--- src/rtl/lvds_word_aligner.sv ---
// Per-lane word aligner for deserialized LVDS data: hunts for the bit offset
// that reproduces the training word, verifies it, locks, and re-aligns the stream.
module lvds_word_aligner #(
    parameter int              NCHAN         = 4,
    parameter int              DW            = 8,
    parameter logic [DW-1:0]   TRAIN_PATTERN = 8'hB4,
    parameter int              LOCK_COUNT    = 16,
    parameter int              ERR_LIMIT     = 4
) (
    input  logic                        clk,
    input  logic                        reset,
    input  logic                        train,
    input  logic                        realign,
    input  logic [NCHAN*DW-1:0]         din,
    input  logic                        din_valid,
    output logic [NCHAN*DW-1:0]         dout,
    output logic                        dout_valid,
    output logic [NCHAN*$clog2(DW)-1:0] slip_pos,
    output logic [NCHAN-1:0]            locked,
    output logic                        all_locked,
    output logic [NCHAN*2-1:0]          state_dbg
);

    localparam int              SW       = $clog2(DW);
    localparam logic [7:0]      LOCK_CNT = 8'(LOCK_COUNT);
    localparam logic [7:0]      ERR_LIM  = 8'(ERR_LIMIT);
    localparam logic [SW-1:0]   SLIP_MAX = SW'(DW - 1);

    // Encoding is visible on state_dbg (2 bits per lane, IDLE = 0).
    typedef enum logic [1:0] {
        ST_IDLE   = 2'd0,
        ST_SEARCH = 2'd1,
        ST_VERIFY = 2'd2,
        ST_LOCKED = 2'd3
    } state_t;

    logic dout_valid_q;
    logic all_locked_q;

    for (genvar i = 0; i < NCHAN; i++) begin : g_lane
        state_t          state_q, state_d;
        logic [SW-1:0]   slip_q, slip_d, slip_inc;
        logic [7:0]      cnt_q, cnt_d, err_q, err_d;
        logic [DW-1:0]   prev_q, dout_q, din_l, w;
        logic [2*DW-1:0] cat;
        logic            match;

        assign din_l    = din[i*DW +: DW];
        assign cat      = {din_l, prev_q};
        assign w        = cat[slip_q +: DW];
        assign match    = (w == TRAIN_PATTERN);
        assign slip_inc = (slip_q == SLIP_MAX) ? '0 : slip_q + 1'b1;

        always_comb begin
            state_d = state_q;
            slip_d  = slip_q;
            cnt_d   = cnt_q;
            err_d   = err_q;
            if (realign) begin
                cnt_d   = '0;
                err_d   = '0;
                state_d = train ? ST_SEARCH : ST_IDLE;
            end else begin
                case (state_q)
                    ST_IDLE: begin
                        if (train && din_valid) begin
                            state_d = ST_SEARCH;
                            cnt_d   = '0;
                        end
                    end
                    ST_SEARCH: begin
                        if (!train) begin
                            state_d = ST_IDLE;
                            cnt_d   = '0;
                        end else if (din_valid) begin
                            if (match && LOCK_CNT == 8'd1) begin
                                state_d = ST_LOCKED;
                                cnt_d   = '0;
                                err_d   = '0;
                            end else if (match) begin
                                state_d = ST_VERIFY;
                                cnt_d   = 8'd1;
                            end else begin
                                slip_d  = slip_inc;
                            end
                        end
                    end
                    ST_VERIFY: begin
                        if (!train) begin
                            state_d = ST_IDLE;
                            cnt_d   = '0;
                        end else if (din_valid) begin
                            if (match && (cnt_q + 8'd1) == LOCK_CNT) begin
                                state_d = ST_LOCKED;
                                cnt_d   = '0;
                                err_d   = '0;
                            end else if (match) begin
                                cnt_d   = cnt_q + 8'd1;
                            end else begin
                                state_d = ST_SEARCH;
                                slip_d  = slip_inc;
                                cnt_d   = '0;
                            end
                        end
                    end
                    ST_LOCKED: begin
                        // Offset is frozen; errors are only counted while training.
                        if (!train) begin
                            err_d = '0;
                        end else if (din_valid) begin
                            if (match) begin
                                err_d = '0;
                            end else if ((err_q + 8'd1) == ERR_LIM) begin
                                state_d = ST_SEARCH;
                                slip_d  = slip_inc;
                                err_d   = '0;
                            end else begin
                                err_d = err_q + 8'd1;
                            end
                        end
                    end
                    default: state_d = ST_IDLE;
                endcase
            end
        end

        always_ff @(posedge clk) begin
            if (reset) begin
                state_q <= ST_IDLE;
                slip_q  <= '0;
                cnt_q   <= '0;
                err_q   <= '0;
                prev_q  <= '0;
                dout_q  <= '0;
            end else begin
                state_q <= state_d;
                slip_q  <= slip_d;
                cnt_q   <= cnt_d;
                err_q   <= err_d;
                if (din_valid) begin
                    prev_q <= din_l;
                    dout_q <= w;
                end
            end
        end

        assign dout[i*DW +: DW]      = dout_q;
        assign slip_pos[i*SW +: SW]  = slip_q;
        assign locked[i]             = (state_q == ST_LOCKED);
        assign state_dbg[i*2 +: 2]   = state_q;
    end

    always_ff @(posedge clk) begin
        if (reset) begin
            dout_valid_q <= 1'b0;
            all_locked_q <= 1'b0;
        end else begin
            dout_valid_q <= din_valid;
            all_locked_q <= &locked;
        end
    end

    assign dout_valid = dout_valid_q;
    assign all_locked = all_locked_q;

endmodule

--- config.mk ---
export PLATFORM = sky130hd
export DESIGN_NAME = lvds_word_aligner
export DESIGN_NICKNAME = d
export VERILOG_FILES = /design/src/rtl/lvds_word_aligner.sv
export SDC_FILE = /design/constraint.sdc
export NUM_CORES = 1
export LEC_CHECK = 0
export CAP_MARGIN = 20
export CORE_MARGIN = 5
export CORE_UTILIZATION = 31
export DETAILED_ROUTE_END_ITERATION = 16
export GPL_TIMING_DRIVEN = 0
export SYNTH_ARGS = -nofsm -noshare
export SYNTH_HDL_FRONTEND = slang
export SYNTH_SLANG_ARGS = --single-unit
--- constraint.sdc ---
create_clock -name clk -period 2.6 [get_ports clk]
set_input_delay 0.52 -clock clk [delete_from_list [all_inputs] [get_ports clk]]
set_output_delay 0.52 -clock clk [all_outputs]
set_load 0.01 [all_outputs]
Word-level counts from Yosys, hierarchy flattened --
Index checks and enable logic that the tools add are counted.
Storage, ports and cells: flip-flop bits (word level) 150, input bits 37, output and inout port bits 58, word-level logic and storage cells 373
Operators by class: add/sub/neg operators 12, equality and inequality tests 124, shift operators 4, mux-type cells 167, bitwise gates (word level) 1, reduce and logical (&&, ||, !) cells 39
Operators by type and width (count):
- $mux W8 | 57
- $mux W3 | 44
- $mux W2 | 49
- $ne A3 B3 Y1 const B | 32
- $pmux W8 S3 | 4
- $ne A2 B2 Y1 const B | 40
- $add A8 B1 Y8 const B | 8
- $pmux W8 S2 | 4
- $shiftx A16 B4 Y8 | 4
- $ne A4 B4 Y1 const B | 12
- $reduce_and A11 Y1 | 4
- $reduce_and A5 Y1 | 8
- $pmux W3 S3 | 4
- $reduce_and A9 Y1 | 4
- $eq A8 B3 Y1 const B | 4
- $eq A8 B5 Y1 const B | 4
- $eq A8 B8 Y1 const B | 4
- $pmux W2 S4 | 4
- $reduce_bool A3 Y1 | 8
- $ne A5 B5 Y1 const B | 4
- $eq A2 B2 Y1 const B | 8
- $add A3 B1 Y3 const B | 4
- $eq A3 B3 Y1 const B | 4
- $ne A3 B2 Y1 const B | 4
- 9 further kinds | 25

Depth between registers and ports, before layout --
Gate-level depths: netlist of the first run.
depth in word-level cells 8, gate-level depth with buffers 11, depth with buffers taken out 9

Least setup slack after synthesis of the first run --
OpenSTA, ideal clock, no wires.
path kind reg-to-reg, start register g_lane[1].slip_q[1], end register g_lane[1].state_q[0], setup time 0.121 ns, arrival 2.578 ns, data required time 2.479 ns, slack -0.098 ns, stages on the path, launching flop included 10, buffers on the path 3, period minus slack after synthesis 2.698 ns, cells stage by stage dfxtp_1 buf_4 buf_6 buf_4 mux2i_1 o2111ai_1 a22o_1 or4_1 o211ai_2 mux2_2
Between the ends: cells in the longest elaborated chain, start to end 8, elaborated cells between the ends (all ways) 12, those cells by class 4 x eq/ne; 1 x shift; 5 x mux; 2 x reduce/logical
Ends and longest elaborated chain:
- from (decl) | line 42 | logic [SW-1:0] slip_q, slip_d, slip_inc;
- from (signal assigned) | line 137 | slip_q <= slip_d;
- $shiftx A16 B4 Y8 * | line 50 | assign w = cat[slip_q +: DW];
- $eq A8 B8 Y1 * | line 51 | assign match = (w == TRAIN_PATTERN);
- $logic_and A1 B1 Y1 | line 93 | if (match && (cnt_q + 8'd1) == LOCK_CNT) begin
- $mux W2 | line 93
- $mux W2 | line 92 | end else if (din_valid) begin
- $mux W2 | line 89 | if (!train) begin
- $pmux W2 S4 | line 64 | case (state_q)
- $mux W2 | line 59 | if (realign) begin
- to (signal assigned) | line 136 | state_q <= state_d;
- to (decl) | line 41 | state_t state_q, state_d;
Mark *: on every way between the ends. The rest lies on a longest branch, timed or not. The select of a mux whose other input is x is not followed. A chain may end at the register's enable or synchronous reset.

Worst setup path in the final report of the first run --
start register g_lane[3].slip_q[1], end register g_lane[3].state_q[1]
Between the ends: cells in the longest elaborated chain, start to end 8, elaborated cells between the ends (all ways) 12, those cells by class 4 x eq/ne; 1 x shift; 5 x mux; 2 x reduce/logical
Ends and longest elaborated chain (line):
- from (decl) | 42
- from (signal assigned) | 137
- $shiftx A16 B4 Y8 * | 50
- $eq A8 B8 Y1 * | 51
- $logic_and A1 B1 Y1 | 93
- $mux W2 | 93
- $mux W2 | 92
- $mux W2 | 89
- $pmux W2 S4 | 64
- $mux W2 | 59
- to (signal assigned) | 136
- to (decl) | 41
Marked as above.

==> results of run 1 <==
[what timing repair did]
item | CTS | global route
setup endpoints to repair | 80 | 64
cloned | 0 | 2
pin swaps | 27 | 28
gates resized for setup | 112 | 83
buffers inserted | 37 | 14
[layer usage]
metal / routed length (um) / share of wire, %
met4: 989 / 3.0
met1: 14220 / 44
met3: 1833 / 5.6
met5: 0 / 0
met2: 15620 / 48
[path summary, 6_finish.rpt]
path                       startpoint                   end  cells after the start
setup / recovery  g_lane[3].slip_q[1]  g_lane[3].state_q[1]                      8
hold / removal     g_lane[1].err_q[1]    g_lane[1].err_q[1]                      2
setup reg to reg  g_lane[3].slip_q[1]  g_lane[3].state_q[1]                      8
hold reg to reg    g_lane[1].err_q[1]    g_lane[1].err_q[1]                      2
[power by group through the flow]
stage | combinational, W | clock [W] | sequential [W]
global route | 0.00123 | 0.00264 | 0.00248
global placement | 0.000968 | 0 | 0.00251
finish | 0.00115 | 0.00252 | 0.00247
detailed placement | 0.000978 | 0 | 0.00251
floorplan | 0.000594 | 0 | 0.00250
CTS | 0.00109 | 0.00254 | 0.00246
[per-stage QoR]
step	hold WS (ns)	cell area [sq um]	setup TNS (ns)	total power [W]	cells
2_1_floorplan	0.4472	10110	-0.04715	0.003098	1138
3_3_place_gp	0.4664	11580	-59.37	0.003481	1672
3_5_place_dp	0.4664	11580	-59.42	0.003490	1672
4_1_cts	0.4758	12790	-0.01244	0.006091	1739
5_1_grt	0.5065	13270	-2.767	0.006347	1754
6_report	0.4745	13270	-0.3495	0.006134	1754
[synthesized netlist by cell type, types with 19 or more instances]
library cell	n
sky130_fd_sc_hd__nand3_1	32
sky130_fd_sc_hd__nand2_1	93
sky130_fd_sc_hd__ha_1	39
sky130_fd_sc_hd__a21oi_1	47
sky130_fd_sc_hd__nand2b_1	19
sky130_fd_sc_hd__dfxtp_1	150
sky130_fd_sc_hd__nor3_1	30
sky130_fd_sc_hd__a211oi_1	24
sky130_fd_sc_hd__mux4_2	31
sky130_fd_sc_hd__inv_1	19
sky130_fd_sc_hd__o21ai_0	42
sky130_fd_sc_hd__nor2_1	143
sky130_fd_sc_hd__and3_1	19
sky130_fd_sc_hd__clkbuf_1	34
sky130_fd_sc_hd__mux2i_1	89
[worst max-delay path, delay by kind of cell (launching register included)]
kind                   cells  cell delay (ns)
AOI/OAI and AO/OA          4             1.28
DFF                        1             0.38
buffers and inverters      2             0.36
muxes                      1             0.35
and+or+nand+nor            1             0.18
[cell type report]
class	instances	area [sq um]	share of cell area, %
Buffer	62	427.9	3.224
Clock buffer	17	425.4	3.205
Clock inverter	15	153.9	1.160
Inverter	22	82.58	0.6222
Multi-Input combinational cell	901	7252	54.64
Sequential cell	150	3023	22.78
Tap cell	442	553.0	4.167
Timing Repair Buffer	145	1354	10.20
[cells by family (layout without fill, tap and decap cells)]
| group | count (synthesis) | in the layout | synth area share [%] |
|---|---|---|---|
| buf+inv | 87 | 261 | 4.154 |
| flops | 150 | 150 | 29.76 |
| mux | 134 | 134 | 18.09 |
| xor+xnor | 14 | 14 | 1.215 |
| simple gates | 460 | 460 | 23.62 |
| compound gates | 254 | 254 | 18.33 |
| fa+ha+maj | 39 | 39 | 4.836 |
[registers in the layout, indices dropped and copies added (netlist names)]
signal	cells
g_lane.cnt_q	32
g_lane.dout_q	32
g_lane.err_q	32
g_lane.prev_q	32
g_lane.slip_q	12
g_lane.state_q	8
all_locked	1
dout_valid	1
==> impl_metrics.toml, run 1 <==
[synthesis]
syn-instance-count = 1138
yosysWarningCount = 0
yosys_register_bits = 150
syn-num-nets = 1214
synth-async-reset-ratio_pct = 0
synthesis.area_sq_um = 10090
synth_area_leaders = "sky130_fd_sc_hd__dfxtp_1 (30%), sky130_fd_sc_hd__mux2i_1 (8.8%), sky130_fd_sc_hd__mux4_2 (6.9%)"
yosys.area.top_type = "sky130_fd_sc_hd__dfxtp_1"
number_of_flops_mapped_to_enable_cells_by_yosys = 0
yosys.area.top_type_share_pct = 29.76
synthesized_area_per_cell_sq_um = 8.867
ys.flop_type = "sky130_fd_sc_hd__dfxtp_1"
yosysSeqAreaShare_pct = 29.76
synth_cell_types = 90

[timing]
max_freq_mhz = 373.9
hold_violations = 0
setup_ws_ns = -0.07476
setup_viol = 11
timing.max_slew.rel_slack_pct = 39.72
rsz0062_at_grt = "true"
fin_clk_skew_ns = 0.01342
tightestPinTransition_ns = 0.9042
final_period_minus_worst_setup_slack_ns = 2.675
maxSlewViolCount = 0
layout_worst_path_cycle_share_pct = 102.9

[clocking]
cts-root-buf = "sky130_fd_sc_hd__clkbuf_16"
cts_buffers = 17
number_of_buffers_inserted_for_hold_repair_after_clock_tree_synthesis = 0
htree_levels = 4
worst_skew_pair.late_latency_ns = 0.44
clk_pin_slew_worst_paths_ns = 0.08
cts_sinks = 150
cts_tree = "yes"
max-clock-path-buffers = 2

[die]
placeableCoreArea_sq_um = 32370
fp-row-count = 66
die_area_sq_um = 36260
fp.dieH_um = 190.4
die_w_um = 190.4
start_util_pct = 31.17
pin_count = 95

[setup_path]
critPathRequiredTime_ns = 2.91
cp-start-kind = "flop"
worstPathCellList = "buf_8 -> buf_4 -> mux2i_2 -> o2111ai_4 -> a2111oi_4 -> nor2_1 -> o311ai_1 -> o41ai_2"
crit_path_end_kind = "flop"
worstPathArrival_ns = 2.98
r2r_slack_ns = -0.07
slowest_stage = "sky130_fd_sc_hd__a2111oi_4"
timing.setup.critical_path_class = "flop to flop"
critical_path_peak_fanout = 10
worst_path_largest_cell_delay_ns = 0.49

[route]
post-route-drc-count = 0
detail_route.iter0.violations = 721
routed_wl_mm = 32.66
drtAntennaViolNets = 0
routed_vias = 9774
avgRoutedWirePerCell_um = 18.62
drt_pass1_iterations = 6
routed_via_density = 5.572

[grt]
via_count_of_the_first_global_routing_pass = 9404
global_route.peak_usage_layer = "met2"
grt_util_met3_pct = 3.753
grt_antenna_before_repair = 0
groute.layer.met2.usage_pct = 28.52
use_met1_pct = 21.95
grt_pass1_wl_mm = 50.92
grtUsageTotal_pct = 17.22
grt-ovfl-total = 0
grt_start_max_net_pins = 18

[power]
worst_ir_drop_vdd_mv = 0.3285
switching_share_pct = 31.62
switchingPower_w = 0.001939
comb_power_share_pct = 18.8
seqPwrFrac_pct = 40.2
p_clk_share_pct = 41.0
p_int_w = 0.004194
power-per-cell-area_nw_per_um2 = 462.2
leakage_nw = 4.664

[placed_design]
detailed_place_hpwl_mm = 22.81
numPortBuffers = 92
pre_cts_slack_ns = -1.101
gp_congestion = 0.9175

[final_layout]
finalNetCount = 1375
antennaDiodeCount = 0
layout_commonest_cell = "sky130_fd_sc_hd__dfxtp_1"
num-fill-cells = 3286
areaGrowthSynthToFinish_pct = 31.52
layout_common_cells = "sky130_fd_sc_hd__dfxtp_1 (140), sky130_fd_sc_hd__nor2_1 (139), sky130_fd_sc_hd__nand2_1 (92), sky130_fd_sc_hd__mux2i_1 (78), sky130_fd_sc_hd__clkdlybuf4s50_1 (71)"
final_layout_size_suffix_gt1_share_pct = 21.11
layout.core_utilization_pct = 41.00

[min_path]
timing.hold.worst.class = "flop to flop"

[status]
violated_checks = "negative setup slack"
outcome = "finished with violations"

[run]
cap_viol_max_count = 0
Note: power is estimated with default switching activity, not from simulation.
==> run 2: changes to the inputs <==
Settings changed: CORE_UTILIZATION 31 to 53, PLACE_DENSITY set to 0.78.
==> run 2 against run 1 <==
Effect of this change: the flow still finishes with violations (negative setup slack); via count is 2.4% higher; design area is 2.3% lower; non-clock buffer count is 2 lower; sequential power hardly changed; register-to-register slack better by 0.05 ns; fmax is 1.8% higher; worst setup slack better by 0.047 ns; first-iteration DRC count is 40% higher; worst hold slack worse by 0.050 ns; critical path depth is 1 lower; clock skew is 0.0046 ns lower; count of clock-buffer cells in the layout is 1 higher; critical endpoint is now g_lane[0].cnt_q[2]; largest power group is now registers.
==> impl_metrics.toml, run 2 (synthesized netlist as in run 1, its figures left out) <==
[status]
outcome = "finished with violations"
violated_checks = "negative setup slack"

[route]
routed_wl_mm = 31.26
drtAntennaViolNets = 0
routed_via_density = 6.479
post-route-drc-count = 0
avgRoutedWirePerCell_um = 20.24
drt_pass1_iterations = 5
routed_vias = 10004
detail_route.iter0.violations = 1006

[final_layout]
layout_commonest_cell = "sky130_fd_sc_hd__dfxtp_1"
layout_common_cells = "sky130_fd_sc_hd__dfxtp_1 (139), sky130_fd_sc_hd__nor2_1 (138), sky130_fd_sc_hd__nand2_1 (92), sky130_fd_sc_hd__mux2i_1 (76), sky130_fd_sc_hd__clkdlybuf4s50_1 (74)"
final_layout_size_suffix_gt1_share_pct = 21.30
areaGrowthSynthToFinish_pct = 28.47
finalNetCount = 1373
antennaDiodeCount = 0
non_filler_cells_final = 1544
num-fill-cells = 1408

[timing]
setup-tns-final_ns = -0.05389
final_period_minus_worst_setup_slack_ns = 2.627
hold_violations = 0
setup_ws_ns = -0.02749
max_freq_mhz = 380.6
timing.max_slew.rel_slack_pct = 37.30
tightestPinTransition_ns = 0.9405
fin_clk_skew_ns = 0.008852
rsz0062_at_grt = "true"
maxSlewViolCount = 0
layout_worst_path_cycle_share_pct = 101.1
setup_viol = 2

[power]
seqPwrFrac_pct = 41.3
switching_share_pct = 30.35
p_clk_share_pct = 39.9
leakage_nw = 4.665
switchingPower_w = 0.001817
power-per-cell-area_nw_per_um2 = 461.8
comb_power_share_pct = 18.9
worst_ir_drop_vdd_mv = 0.5055
report.power.total_w = 0.005987
p_int_w = 0.004169

[die]
die_w_um = 148.0
start_util_pct = 53.95
fp.dieH_um = 148.0
die_area_sq_um = 21900
fp-row-count = 50
pin_count = 95
placeableCoreArea_sq_um = 18710

[setup_path]
timing.setup.critical_path_class = "input pin to flop"
cp-start-kind = "input pin"
crit_path_end_kind = "flop"
worstPathArrival_ns = 3.01
worst_r2r_startpoint = "g_lane[0].slip_q[0]"
critical_path_peak_fanout = 7
worstSetupStartpoint = "din[2]"
critPathRequiredTime_ns = 2.98
worstRegToRegCells = 7

[clocking]
clk_pin_slew_worst_paths_ns = 0.07
htree_levels = 4
cts_tree = "yes"
worst_skew_pair.late_latency_ns = 0.43
cts-root-buf = "sky130_fd_sc_hd__clkbuf_16"
cts_sinks = 150
cts_buffers = 17
number_of_buffers_inserted_for_hold_repair_after_clock_tree_synthesis = 0
max-clock-path-buffers = 2

[grt]
grt-ovfl-total = 0
grt_start_max_net_pins = 17
grt_antenna_before_repair = 0
grt_util_met3_pct = 6.468
grtUsageTotal_pct = 27.17
groute.layer.met2.usage_pct = 44.07
via_count_of_the_first_global_routing_pass = 9473
global_route.peak_usage_layer = "met2"
use_met1_pct = 34.62
grt_pass1_wl_mm = 48.59

[placed_design]
placedCellCount = 1464
numPortBuffers = 92
gp_congestion = 0.9369
detailed_place_hpwl_mm = 20.66
pre_cts_slack_ns = -0.9108

[min_path]
timing.hold.worst.class = "input pin to flop"
holdCritStartpoint = "din[21]"
min_delay_path_depth = 3

[run]
cap_viol_max_count = 0
[run 2: path summary, 6_finish.rpt]
kind                              end  slack, ns
setup reg to reg   g_lane[0].cnt_q[2]      -0.03
setup / recovery   g_lane[0].cnt_q[2]      -0.03
hold / removal    g_lane[2].prev_q[5]       0.42
hold reg to reg    g_lane[1].err_q[1]       0.48
[run 2: area by class of cell]
| type | instances | area [sq um] | share of cell area (%) |
|---|---|---|---|
| clock inverter | 14 | 132.6 | 1.023 |
| buffer | 59 | 411.6 | 3.175 |
| sequential | 150 | 3032 | 23.39 |
| inverter | 22 | 82.58 | 0.6370 |
| tap | 234 | 292.8 | 2.258 |
| timing repair buffer | 146 | 1371 | 10.58 |
| clock buffer | 18 | 429.2 | 3.310 |
| multi-input combinational | 901 | 7212 | 55.63 |
[run 2: per-stage QoR]
stage	hold slack [ns]	instance area [sq um]	utilization, %
3_5_place_dp	0.4782	11320	60.52
4_1_cts	0.4879	12520	66.94
6_report	0.4245	12960	69.30
2_1_floorplan	0.4472	10110	-
5_1_grt	0.4455	12960	69.30
3_3_place_gp	0.4641	11320	60.52
[run 2: worst max-delay path, stage by stage]
cell and delay [ns]:
sky130_fd_sc_hd__clkdlybuf4s50_1 0.49, sky130_fd_sc_hd__mux4_2 0.54, sky130_fd_sc_hd__nor4_4 0.34, sky130_fd_sc_hd__o22ai_4 0.19
sky130_fd_sc_hd__or4_4 0.63, sky130_fd_sc_hd__nor3b_2 0.18, sky130_fd_sc_hd__a211o_1 0.11
[run 2: timing repair]
item                       in CTS  in global routing
pin swaps                      23                 34
gates resized for setup       107                 94
gates cloned                    1                  1
buffers inserted               34                 18
setup endpoints to repair      80                 67
[run 2: per-layer routing]
layer / vias to the layer above / wire, um
li1: 4610 / -
met1: 4807 / 12630
met2: 483 / 15030
met3: 104 / 2366
met4: 0 / 1229
met5: - / 0
[run 2: power groups by stage]
stage               clock [W]  sequential (W)  combinational, W
floorplan                   0         0.00250          0.000594
global placement            0         0.00250          0.000944
CTS                   0.00241         0.00246           0.00105
finish                0.00239         0.00247           0.00113
global route          0.00251         0.00248           0.00120
detailed placement          0         0.00251          0.000959
==> run 3: changes to the inputs <==
Settings changed: CORE_MARGIN 5 to unset, HOLD_SLACK_MARGIN set to 0.15.
==> run 3 against run 2 <==
Effect of this change: the flow still finishes with violations (negative setup slack); design area grew 0.68%; via count increased by 1.3%; cell count rose by 0.19%; die area shrank 11%; worst setup slack worse by 0.074 ns; largest cell class unchanged.
==> impl_metrics.toml, run 3 (synthesized netlist as in run 1, its figures left out) <==
[final_layout]
layout.core_utilization_pct = 69.78
finalNetCount = 1376
layout_common_cells = "sky130_fd_sc_hd__nor2_1 (140), sky130_fd_sc_hd__dfxtp_1 (138), sky130_fd_sc_hd__nand2_1 (89), sky130_fd_sc_hd__mux2i_1 (75), sky130_fd_sc_hd__clkdlybuf4s50_1 (70)"
multi_input_comb_area_sq_um = 7268
areaGrowthSynthToFinish_pct = 29.35
final_layout_size_suffix_gt1_share_pct = 21.78
num-fill-cells = 1409
ff_latch_area_sq_um = 3028
layout_commonest_cell = "sky130_fd_sc_hd__nor2_1"
antennaDiodeCount = 0

[route]
post-route-drc-count = 0
routed_wl_mm = 31.71
drt_pass1_iterations = 5
drtAntennaViolNets = 0
routed_vias = 10138
detail_route.iter0.violations = 941
avgRoutedWirePerCell_um = 20.50
routed_via_density = 6.553

[timing]
timing.max_slew.rel_slack_pct = 37.97
layout_worst_path_cycle_share_pct = 103.9
tightestPinTransition_ns = 0.9305
hold_violations = 0
max_freq_mhz = 370.2
rsz0062_at_grt = "true"
final_period_minus_worst_setup_slack_ns = 2.702
maxSlewViolCount = 0
fin_clk_skew_ns = 0.01236
setup_viol = 13
final.hold.worst_slack_ns = 0.4939
setup_ws_ns = -0.1015

[setup_path]
slowest_stage = "sky130_fd_sc_hd__clkdlybuf4s50_1"
crit_path_end_kind = "flop"
worstPathCellList = "clkdlybuf4s50_1 -> and3b_1 -> o31ai_1 -> o32a_1 -> a211oi_4 -> a31oi_4 -> or4_4 -> a21oi_2"
crit_cells = 8
worstRegToRegCells = 9
worstPathArrival_ns = 3.07
worst_path_largest_cell_delay_ns = 0.55
critPathRequiredTime_ns = 2.96
r2r_slack_ns = -0.09
worst-path-buf-inv = 1
rr_endpoint = "g_lane[3].err_q[1]"
timing.setup.critical_path_class = "input pin to flop"
crit_family = "compound AO/OA/AOI/OAI gates"
cp-start-kind = "input pin"
worst_r2r_startpoint = "g_lane[3].slip_q[1]"
critical_path_peak_fanout = 7

[power]
power-per-cell-area_nw_per_um2 = 470.7
leakage_nw = 4.719
worst_ir_drop_vdd_mv = 0.4633

[clocking]
worst_skew_pair.late_latency_ns = 0.44
cts_tree = "yes"
cts_sinks = 150
htree_levels = 4
cts-root-buf = "sky130_fd_sc_hd__clkbuf_16"
clk_pin_slew_worst_paths_ns = 0.06
max-clock-path-buffers = 2
cts_buffers = 17

[placed_design]
numPortBuffers = 92
gp_congestion = 0.9257
detailed_place_hpwl_mm = 20.60

[min_path]
min_delay_path_depth = 2
holdCritStartpoint = "g_lane[1].err_q[1]"
timing.hold.worst.class = "flop to flop"
min_to = "g_lane[1].err_q[1]"

[grt]
grt_start_max_net_pins = 17
via_count_of_the_first_global_routing_pass = 9651
grt_antenna_before_repair = 0
grt-ovfl-total = 0
grt_pass1_wl_mm = 49.31
grtUsageTotal_pct = 31.45

[status]
outcome = "finished with violations"
violated_checks = "negative setup slack"

[die]
fp.dieH_um = 140.0
start_util_pct = 53.95
die_w_um = 140.0
fp-row-count = 50
die_area_sq_um = 19600
pin_count = 95
placeableCoreArea_sq_um = 18710

[run]
cap_viol_max_count = 0
## run 3: cell types whose count changed in the layout (fill, tap and decap cells not counted), moves of 4 or more
cell / delta
sky130_fd_sc_hd__buf_4: -4
sky130_fd_sc_hd__clkdlybuf4s50_1: -4
sky130_fd_sc_hd__dlygate4sd2_1: +6
sky130_fd_sc_hd__nand2_2: +4
## run 3: routing by layer
| layer | vias to the layer above | wire (um) | track usage [%] |
|---|---|---|---|
| met5 | - | 0 | 0 |
| met4 | 0 | 1337 | 15.10 |
| met3 | 117 | 2346 | 6.496 |
| met2 | 502 | 15040 | 51.95 |
| met1 | 4894 | 12980 | 39.21 |
| li1 | 4625 | - | - |
## run 3: how the worst max path moves through the flow
stage	end	start	slack, ns
floorplan	g_lane[1].state_q[0]	din[8]	-0.05
global placement	g_lane[2].cnt_q[6]	din[16]	-0.91
detailed placement	g_lane[2].cnt_q[6]	din[16]	-0.96
CTS	g_lane[3].err_q[1]	g_lane[3].slip_q[1]	-0.07
global route	g_lane[3].err_q[1]	g_lane[3].slip_q[1]	-0.15
finish	g_lane[3].err_q[1]	din[29]	-0.10
## run 3: per-stage QoR
| step | area, sq um | setup slack [ns] | setup TNS (ns) | std cells | power [W] |
|---|---|---|---|---|---|
| 6_report | 13050 | -0.1015 | -0.5809 | 1547 | 0.006144 |
| 5_1_grt | 13050 | -0.1478 | -2.306 | 1547 | 0.006342 |
| 4_1_cts | 12530 | -0.06600 | -0.2432 | 1531 | 0.006039 |
| 3_5_place_dp | 11320 | -0.9567 | -55.96 | 1464 | 0.003467 |
| 3_3_place_gp | 11320 | -0.9146 | -53.92 | 1464 | 0.003447 |
| 2_1_floorplan | 10110 | -0.04715 | -0.04715 | 1138 | 0.003098 |
## run 3: area by class of cell
| type | count | area share (%) |
|---|---|---|
| clock inverter | 15 | 1.208 |
| tap | 234 | 2.243 |
| sequential | 150 | 23.20 |
| inverter | 22 | 0.6327 |
| clock buffer | 17 | 3.259 |
| multi-input combinational | 901 | 55.68 |
| timing repair buffer | 145 | 10.50 |
| buffer | 63 | 3.278 |
## run 3: what timing repair did
action / CTS / global route
buffers inserted: 36 / 16
cloned: 1 / 1
hold buffers: 0 / 0
gates resized for setup: 112 / 100
endpoints found under the setup margin: 83 / 76
pin swaps: 28 / 25
## run 3: worst reg2reg max path, cell delays in order, from the launching register on
cell and delay (ns):
sky130_fd_sc_hd__dfxtp_4 0.37, sky130_fd_sc_hd__buf_8 0.14, sky130_fd_sc_hd__buf_6 0.14, sky130_fd_sc_hd__nor3b_2 0.16, sky130_fd_sc_hd__o31ai_1 0.09, sky130_fd_sc_hd__o32a_1 0.45, sky130_fd_sc_hd__a211oi_4 0.41, sky130_fd_sc_hd__a31oi_4 0.20
sky130_fd_sc_hd__or4_4 0.51, sky130_fd_sc_hd__a21oi_2 0.15
## run 3: report_power, final
group          switching, W  internal, W  total [W]
clock network       0.00115      0.00136    0.00251
registers         0.0000919      0.00238    0.00247
logic              0.000627     0.000536    0.00116
total               0.00187      0.00428    0.00614
